## src/rtl/decoder_scan_mux_if.sv

```systemverilog
// Write port of decoder_scan_mux: valid/ready transfer of one coded word into a channel's shadow.
interface decoder_scan_mux_if #(
  parameter int unsigned N_CH  = 4,
  parameter int unsigned SEL_W = 3
);
  localparam int unsigned ChW = (N_CH > 1) ? $clog2(N_CH) : 1;

  logic           in_valid;
  logic [ChW-1:0] in_ch;
  logic [SEL_W:0] in_code;
  logic           in_ready;

  modport master (
    output in_valid,
    output in_ch,
    output in_code,
    input  in_ready
  );

  modport slave (
    input  in_valid,
    input  in_ch,
    input  in_code,
    output in_ready
  );
endinterface

```

## src/rtl/decoder_scan_mux.sv

```systemverilog
// Time-multiplexed one-hot decoder: scans N_CH coded words at a fixed dwell, committing shadow
// writes to the displayed set only at frame boundaries so a frame never tears.
module decoder_scan_mux #(
  parameter int unsigned N_CH     = 4,
  parameter int unsigned SEL_W    = 3,
  parameter int unsigned PRESCALE = 4
) (
  input  logic                  clock,
  input  logic                  reset,
  input  logic                  en,
  decoder_scan_mux_if.slave     wr,
  output logic [N_CH-1:0]       ch_sel,
  output logic [2**SEL_W-1:0]   dec_out,
  output logic                  frame_done
);

  localparam int unsigned ChW   = (N_CH > 1) ? $clog2(N_CH) : 1;
  localparam int unsigned PcntW = (PRESCALE > 1) ? $clog2(PRESCALE) : 1;
  localparam int unsigned CodeW = SEL_W + 1;
  localparam int unsigned DecW  = 2**SEL_W;
  localparam logic [ChW-1:0]   LastIdx  = ChW'(N_CH - 1);
  localparam logic [PcntW-1:0] LastPcnt = PcntW'(PRESCALE - 1);

  typedef enum logic [1:0] {StIdle, StScan, StCommit} state_e;

  state_e           state_q, state_d;
  logic [ChW-1:0]   idx_q, idx_d;
  logic [PcntW-1:0] pcnt_q, pcnt_d;
  logic [CodeW-1:0] shadow_q [N_CH];
  logic [CodeW-1:0] shadow_d [N_CH];
  logic [CodeW-1:0] active_q [N_CH];
  logic [CodeW-1:0] active_d [N_CH];
  logic [CodeW-1:0] cur_code;
  logic             load_active;
  logic             wr_fire;

  assign wr.in_ready = (state_q != StCommit) && !reset;
  assign wr_fire     = wr.in_valid && wr.in_ready;

  always_comb begin
    state_d     = state_q;
    idx_d       = idx_q;
    pcnt_d      = pcnt_q;
    load_active = 1'b0;
    unique case (state_q)
      StIdle: begin
        // Active tracks shadow continuously so a restart shows current contents.
        load_active = 1'b1;
        idx_d       = '0;
        pcnt_d      = '0;
        if (en) state_d = StScan;
      end
      StScan: begin
        if (!en) begin
          state_d = StIdle;
          idx_d   = '0;
          pcnt_d  = '0;
        end else if (pcnt_q == LastPcnt) begin
          pcnt_d = '0;
          if (idx_q == LastIdx) begin
            state_d = StCommit;
            idx_d   = '0;
          end else begin
            idx_d = idx_q + 1'b1;
          end
        end else begin
          pcnt_d = pcnt_q + 1'b1;
        end
      end
      StCommit: begin
        load_active = 1'b1;
        idx_d       = '0;
        pcnt_d      = '0;
        state_d     = en ? StScan : StIdle;
      end
      default: state_d = StIdle;
    endcase
  end

  // Channel numbers >= N_CH never match an index, so such writes vanish.
  always_comb begin
    for (int unsigned i = 0; i < N_CH; i++) begin
      shadow_d[i] = shadow_q[i];
      if (wr_fire && (wr.in_ch == ChW'(i))) shadow_d[i] = wr.in_code;
      active_d[i] = load_active ? shadow_q[i] : active_q[i];
    end
  end

  always_ff @(posedge clock) begin
    if (reset) begin
      state_q <= StIdle;
      idx_q   <= '0;
      pcnt_q  <= '0;
      for (int unsigned i = 0; i < N_CH; i++) begin
        shadow_q[i] <= '0;
        active_q[i] <= '0;
      end
    end else begin
      state_q <= state_d;
      idx_q   <= idx_d;
      pcnt_q  <= pcnt_d;
      for (int unsigned i = 0; i < N_CH; i++) begin
        shadow_q[i] <= shadow_d[i];
        active_q[i] <= active_d[i];
      end
    end
  end

  always_comb begin
    cur_code = '0;
    for (int unsigned i = 0; i < N_CH; i++) begin
      if (idx_q == ChW'(i)) cur_code = active_q[i];
    end
  end

  always_comb begin
    ch_sel  = '0;
    dec_out = '0;
    for (int unsigned i = 0; i < N_CH; i++) begin
      ch_sel[i] = (state_q == StScan) && (idx_q == ChW'(i));
    end
    for (int unsigned j = 0; j < DecW; j++) begin
      dec_out[j] = (state_q == StScan) && cur_code[SEL_W] &&
                   (cur_code[SEL_W-1:0] == SEL_W'(j));
    end
  end

  assign frame_done = (state_q == StCommit);

endmodule

```

## src/flat_wrapper.sv

```systemverilog
// flat-port wrapper written by rule: the top's interface ports become plain ports
module decoder_scan_mux_flat 
#(
  parameter int unsigned N_CH     = 4,
  parameter int unsigned SEL_W    = 3,
  parameter int unsigned PRESCALE = 4
)
  (clock, reset, en, ch_sel, dec_out, frame_done, wr_in_valid, wr_in_ch, wr_in_code, wr_in_ready);
  decoder_scan_mux_if #(.N_CH(N_CH), .SEL_W(SEL_W)) wr_i ();
  input  logic clock;
  input  logic reset;
  input  logic en;
  output logic [N_CH-1:0] ch_sel;
  output logic [2**SEL_W-1:0] dec_out;
  output logic frame_done;
  input wire logic [$bits(wr_i.in_valid)-1:0] wr_in_valid;
  input wire logic [$bits(wr_i.in_ch)-1:0] wr_in_ch;
  input wire logic [$bits(wr_i.in_code)-1:0] wr_in_code;
  output wire logic [$bits(wr_i.in_ready)-1:0] wr_in_ready;
  assign wr_i.in_valid = wr_in_valid;
  assign wr_i.in_ch = wr_in_ch;
  assign wr_i.in_code = wr_in_code;
  assign wr_in_ready = wr_i.in_ready;
  decoder_scan_mux #(.N_CH(N_CH), .SEL_W(SEL_W), .PRESCALE(PRESCALE)) u_core (.clock(clock), .reset(reset), .en(en), .wr(wr_i), .ch_sel(ch_sel), .dec_out(dec_out), .frame_done(frame_done));
endmodule
```

## config.mk

```make
export PLATFORM = sky130hd
export DESIGN_NAME = decoder_scan_mux_flat
export DESIGN_NICKNAME = d
export VERILOG_FILES = /design/src/rtl/decoder_scan_mux_if.sv /design/src/rtl/decoder_scan_mux.sv /design/src/flat_wrapper.sv
export SDC_FILE = /design/constraint.sdc
export NUM_CORES = 1
export LEC_CHECK = 0
export CORE_ASPECT_RATIO = 1.5
export CORE_MARGIN = 2
export CORE_UTILIZATION = 45
export DETAILED_ROUTE_END_ITERATION = 8
export GPL_ROUTABILITY_DRIVEN = 0
export PLACE_DENSITY_LB_ADDON = 0.1
export SYNTH_ARGS = -nofsm -noshare
export SYNTH_HDL_FRONTEND = slang
export SYNTH_SLANG_ARGS = --single-unit
```

## constraint.sdc

```tcl
create_clock -name clock -period 1.7 [get_ports clock]
set_clock_uncertainty 0.05 [all_clocks]
set_input_delay 0.255 -clock clock [delete_from_list [all_inputs] [get_ports clock]]
set_output_delay 0.255 -clock clock [all_outputs]
set_load 0.03 [all_outputs]
```

=== Word level (Yosys, flattened, before mapping) ===
Memories as Yosys holds them, arrays and structs flattened.
Index checks and enable logic that the tools add are counted.

* Flip-flop bits (word level): 6
* Logic and storage cells: 100
* Memories kept: 2
* Bits in writable memories: 32

* Reduce and logical (&&, ||, !) cells: 28
* Bitwise operators: 8
* Add/sub/neg operators: 2
* Mux-type cells: 37
* Equal/unequal tests: 20

{| class="wikitable"
|+ Memories
! memory !! words !! bits a word !! read ports !! clocked after memory_dff !! write ports !! line !! RTL
|-
| u_core.active_q || 4 || 4 || 4 || 0 || 4 || decoder_scan_mux.sv:31 || <nowiki>logic [CodeW-1:0] active_q [N_CH];</nowiki>
|-
| u_core.shadow_q || 4 || 4 || 4 || 0 || 4 || decoder_scan_mux.sv:29 || <nowiki>logic [CodeW-1:0] shadow_q [N_CH];</nowiki>
|}

{| class="wikitable"
|+ Operator list
! kind !! count
|-
| $mux W4 || 20
|-
| $logic_and A1 B1 Y1 || 19
|-
| $mux W2 || 9
|-
| $eq A2 B2 Y1 const B || 6
|-
| $eq A3 B3 Y1 const B || 4
|-
| $or A1 B1 Y1 || 8
|-
| $pmux W2 S2 || 2
|-
| $eq A2 B1 Y1 const B || 3
|-
| $eq A3 B2 Y1 const B || 2
|-
| $logic_not A2 Y1 || 3
|-
| $ne A3 B2 Y1 const B || 2
|-
| $pmux W2 S3 || 1
|-
| $mux W1 || 5
|-
| $add A2 B1 Y2 const B || 2
|-
| $ne A2 B2 Y1 const B || 2
|-
| $eq A3 B1 Y1 const B || 1
|-
| $logic_not A3 Y1 || 1
|-
| $reduce_and A3 Y1 || 1
|-
| $reduce_and A2 Y1 || 1
|-
| $reduce_bool A2 Y1 || 1
|-
| $reduce_or A2 Y1 || 1
|-
| $logic_not A1 Y1 || 1
|}

=== Logic depth before layout (Yosys ltp) ===
* Depth in word-level cells: 7
* Depth in mapped cells: 7
* Depth with buffers taken out: 6

=== Worst setup path before layout ===
OpenSTA, ideal clock, no wires.

* Path kind: flip-flop to output port
* Start point: register u_core.idx_q[0]
* End point: output dec_out[1]
* Cell stages (with the launch flop): 7
* Data arrival time: 2.086 ns
* Path slack: -0.691 ns
* Cells stage by stage: dfxtp_1 > inv_1 > ha_1 > buf_2 > a221o_1 > a211o_1 > nor3_1

* Cells in the longest elaborated chain, start to end: 7

{| class="wikitable"
|+ Ends and longest elaborated chain
! item !! line !! RTL
|-
| start, declared || decoder_scan_mux.sv:27 || <nowiki>logic [ChW-1:0] idx_q, idx_d;</nowiki>
|-
| start signal, assigned || decoder_scan_mux.sv:100 || <nowiki>idx_q <= idx_d;</nowiki>
|-
| $logic_not A2 Y1 || decoder_scan_mux.sv:112 || <nowiki>if (idx_q == ChW'(i)) cur_code = active_q[i];</nowiki>
|-
| $mux W4 (3 in series) || decoder_scan_mux.sv:112 ||
|-
| $mux W4 (*) || decoder_scan_mux.sv:112 ||
|-
| $eq A3 B1 Y1 / $logic_and A1 B1 Y1 (equally long branches) || decoder_scan_mux.sv:124, decoder_scan_mux.sv:123 ||
|-
| $logic_and A1 B1 Y1 (*) || decoder_scan_mux.sv:123 || <nowiki>dec_out[j] = (state_q == StScan) && cur_code[SEL_W] &&</nowiki>
|-
| end, declared || flat_wrapper.sv:14 || <nowiki>output logic [2**SEL_W-1:0] dec_out;</nowiki>
|}

Mark *: on every way between the ends. The rest lies on a longest branch, timed or not.

=== Worst setup path in the final report ===
* Start point: register u_core.idx_q[1]
* End point: output dec_out[3]

* Cells in the longest elaborated chain, start to end: 7

{| class="wikitable"
|+ Ends and longest elaborated chain
! item !! line
|-
| $logic_not A2 Y1 || decoder_scan_mux.sv:112
|-
| $mux W4 (3 in series) || decoder_scan_mux.sv:112
|-
| $mux W4 (*) || decoder_scan_mux.sv:112
|-
| $eq A3 B2 Y1 / $logic_and A1 B1 Y1 (equally long branches) || decoder_scan_mux.sv:124, decoder_scan_mux.sv:123
|-
| $logic_and A1 B1 Y1 (*) || decoder_scan_mux.sv:123
|}

Marks and branches as above.

==> run summary <==
IO Port Bufs -> 23
Initial core utilization -> 46.2%
Vias -> 1521
Register area -> 768 sq um
RSZ-0062 raised after global routing -> true
Final WS setup -> -0.636 ns
Post-synth EDFFs -> 0
Area Overhead vs Synth -> 46.7%
Most common cell after layout, fill and taps aside -> nor2_1
Height of the die -> 81.8 um
Sw Ratio -> 21.0%
Synth Instances -> 193
Worst skew pair latency -> 0.29 ns
Maximum vdd ir drop -> 0.754 mV
Number of CTS-inserted buffers -> 5
Failing checks -> negative setup slack
Syn_nets -> 208
Most frequent cells in the layout -> 37 x nor2_1, 36 x dfxtp_1, 34 x buf_4
Nets@finish -> 260
Core footprint -> 3920 sq um
Clk pwr share -> 45.6%
Synth warnings -> 0
Pwr Density -> 750 nW/um^2
Tmin final -> 2.34 ns
Average size of a mapped cell -> 9.40 sq um
H-tree Lvls -> 2
Yosys reg bits -> 38
Combinational share of power -> 8.6%
Fill count -> 324
WL final -> 3.98 mm
I/O Pins -> 24
Int Pwr -> 1580 uW
Vias in the first global route -> 1475
Detailed placement HPWL -> 2.99 mm
First-pass GRT wire length -> 6.87 mm
TritonRoute pass-1 iters -> 4
Critical Path Source Type -> register
GR met3 Demand/Resource -> 4.72%
Worst hold slack -> 0.428 ns
Worst-path clk slew -> 0.07 ns
Busiest grt layer -> met2
CP endpoint kind -> output port
DRC -> 0
Final hold violations -> 0
Initial antenna violation count -> 0
Setup Crit Path Kind -> reg2out
Die area -> 4570 sq um
Worst-margin pin slew -> 0.516 ns
WP data required -> 1.39 ns
Hold WC Path Type -> reg2reg
DRT antenna net count -> 0
Max Buffers Root-to-Sink -> 2
Dpl ws -> -0.438 ns
Die W -> 55.8 um
Fmax -> 428 MHz
Hold Buf Count CTS -> 0
CTS tree -> done
Sequential cell area fraction in the yosys report -> 41.9%
Period utilisation layout -> 137%
Row count -> 28
Crit Path Max Fanout -> 7
Ant diodes -> 0
Flop-to-flop setup slack -> 0.07 ns
Root Driver -> clkbuf_8
Clock Sinks -> 38
Yosys cell types -> 36
Max Cap Violations -> 0
Multi-input logic area -> 1160 sq um
Most used DFF post-synth -> dfxtp_1
Gr ovfl total -> 0
Status -> finished, violations left
Via-per-instance ratio -> 5.23
# setup viols final -> 9
Layout cell share with drive strength beyond 1 -> 35.0%
Psw -> 420 uW
Largest net degree at the start of global routing -> 39
M2 GR Usage -> 36.3%
Met1 Resource Use GR -> 20.9%
Crit path DAT -> 2.03 ns
Cell area after synthesis -> 1810 sq um
Slew headroom -> 65.6%
Sequential Power Share -> 45.7%
Initial drt markers -> 34
Wire per inst -> 13.7 um
Final Max Tran Viols -> 0
Leak pwr -> 0.00113 uW
GR Util All Layers -> 19.3%
Post-synth ARST share -> 0%
==> power groups by stage <==
stage	Combinational, uW	Sequential [uW]	Clock (uW)
3_5_place_dp	168	935	0
5_1_grt	185	915	965
3_3_place_gp	163	934	0
2_1_floorplan	96.0	931	0
4_1_cts	173	913	926
6_report	172	913	911
==> sequential cells by signal (all words and copies together) (netlist names) <==
register / count
u_core.active_q: 16
u_core.shadow_q: 16
u_core.idx_q: 2
u_core.pcnt_q: 2
u_core.state_q: 2
==> area by class of cell <==
cell class	count	area share, %
timing repair buffer	57	19.6
multi-input combinational	139	43.5
clock inverter	3	2.59
sequential	38	28.9
inverter	4	0.752
clock buffer	5	2.59
tap	45	2.12
==> timing repair <==
| item | 4_1_cts | 5_1_grt |
|---|---|---|
| setup endpoints to repair | 9 | 10 |
| pin swaps | 6 | 2 |
| endpoints found under the hold margin | 0 | 0 |
| resized for setup | 22 | 3 |
| setup buffers | 3 | 0 |
==> cells by family (layout without fill, tap and decap cells) <==
family / count (synthesis) / count (layout) / synth area share, %
buffers and inverters: 16 / 69 / 4.48
multiplexers: 33 / 33 / 18.2
AO/OA/AOI/OAI: 22 / 22 / 8.42
AND/OR/NAND/NOR: 79 / 79 / 23.5
flip-flops: 38 / 38 / 41.9
adder cells (fa/ha/maj): 5 / 5 / 3.45
==> worst paths after layout <==
kind	from	to	depth (start not counted)
worst max-delay path	u_core.idx_q[1]	dec_out[3]	8
worst min-delay path	u_core.pcnt_q[0]	u_core.pcnt_q[0]	2
worst max register to register	u_core.state_q[1]	u_core.shadow_q[1][0]	5
worst min register to register	u_core.pcnt_q[0]	u_core.pcnt_q[0]	2
==> through the flow <==
step           TNS, ns  utilization (%)  cell area [sq um]  power [uW]  instances
3_5_place_dp     -4.58             61.3               2400        1100        280
6_report         -4.94             67.8               2660        2000        291
3_3_place_gp     -3.43             61.3               2400        1100        280
4_1_cts          -4.92             67.7               2660        2010        291
5_1_grt          -5.61             67.8               2660        2060        291
2_1_floorplan    -2.10                -               1970        1030        193
==> critical path, stage by stage, from the launching register on <==
cell and delay [ns]:
dfxtp_4 0.38, inv_4 0.05, ha_4 0.17, nand3b_1 0.15, a221o_1 0.32, buf_4 0.16
a22o_4 0.24, nor3_4 0.12, buf_6 0.15
==> synthesized netlist by cell type, types with 2 or more instances <==
master / instances / share of area [%]
a211o_1: 2 / 0.97
a21oi_1: 8 / 2.2
and2_1: 5 / 1.7
buf_1: 2 / 0.41
buf_2: 2 / 0.55
buf_6: 2 / 1.2
clkbuf_1: 5 / 1.0
dfxtp_1: 38 / 42
ha_1: 5 / 3.4
inv_1: 4 / 0.83
mux2i_1: 33 / 18
nand2_1: 10 / 2.1
nand2b_1: 3 / 1.0
nand3b_1: 2 / 0.83
nand4_1: 2 / 0.69
nor2_1: 37 / 7.7
nor2b_1: 3 / 1.0
nor3_1: 9 / 2.5
o21ai_0: 4 / 1.1
==> per-layer routing <==
| layer | share of wire, % | wire length [um] | vias up |
|---|---|---|---|
| li1 | - | - | 770 |
| met1 | 41 | 1620 | 713 |
| met2 | 54 | 2160 | 30 |
| met3 | 3.4 | 135 | 8 |
| met4 | 1.5 | 61 | 0 |
| met5 | 0 | 0 | - |
(Power assumes the default switching activity.)
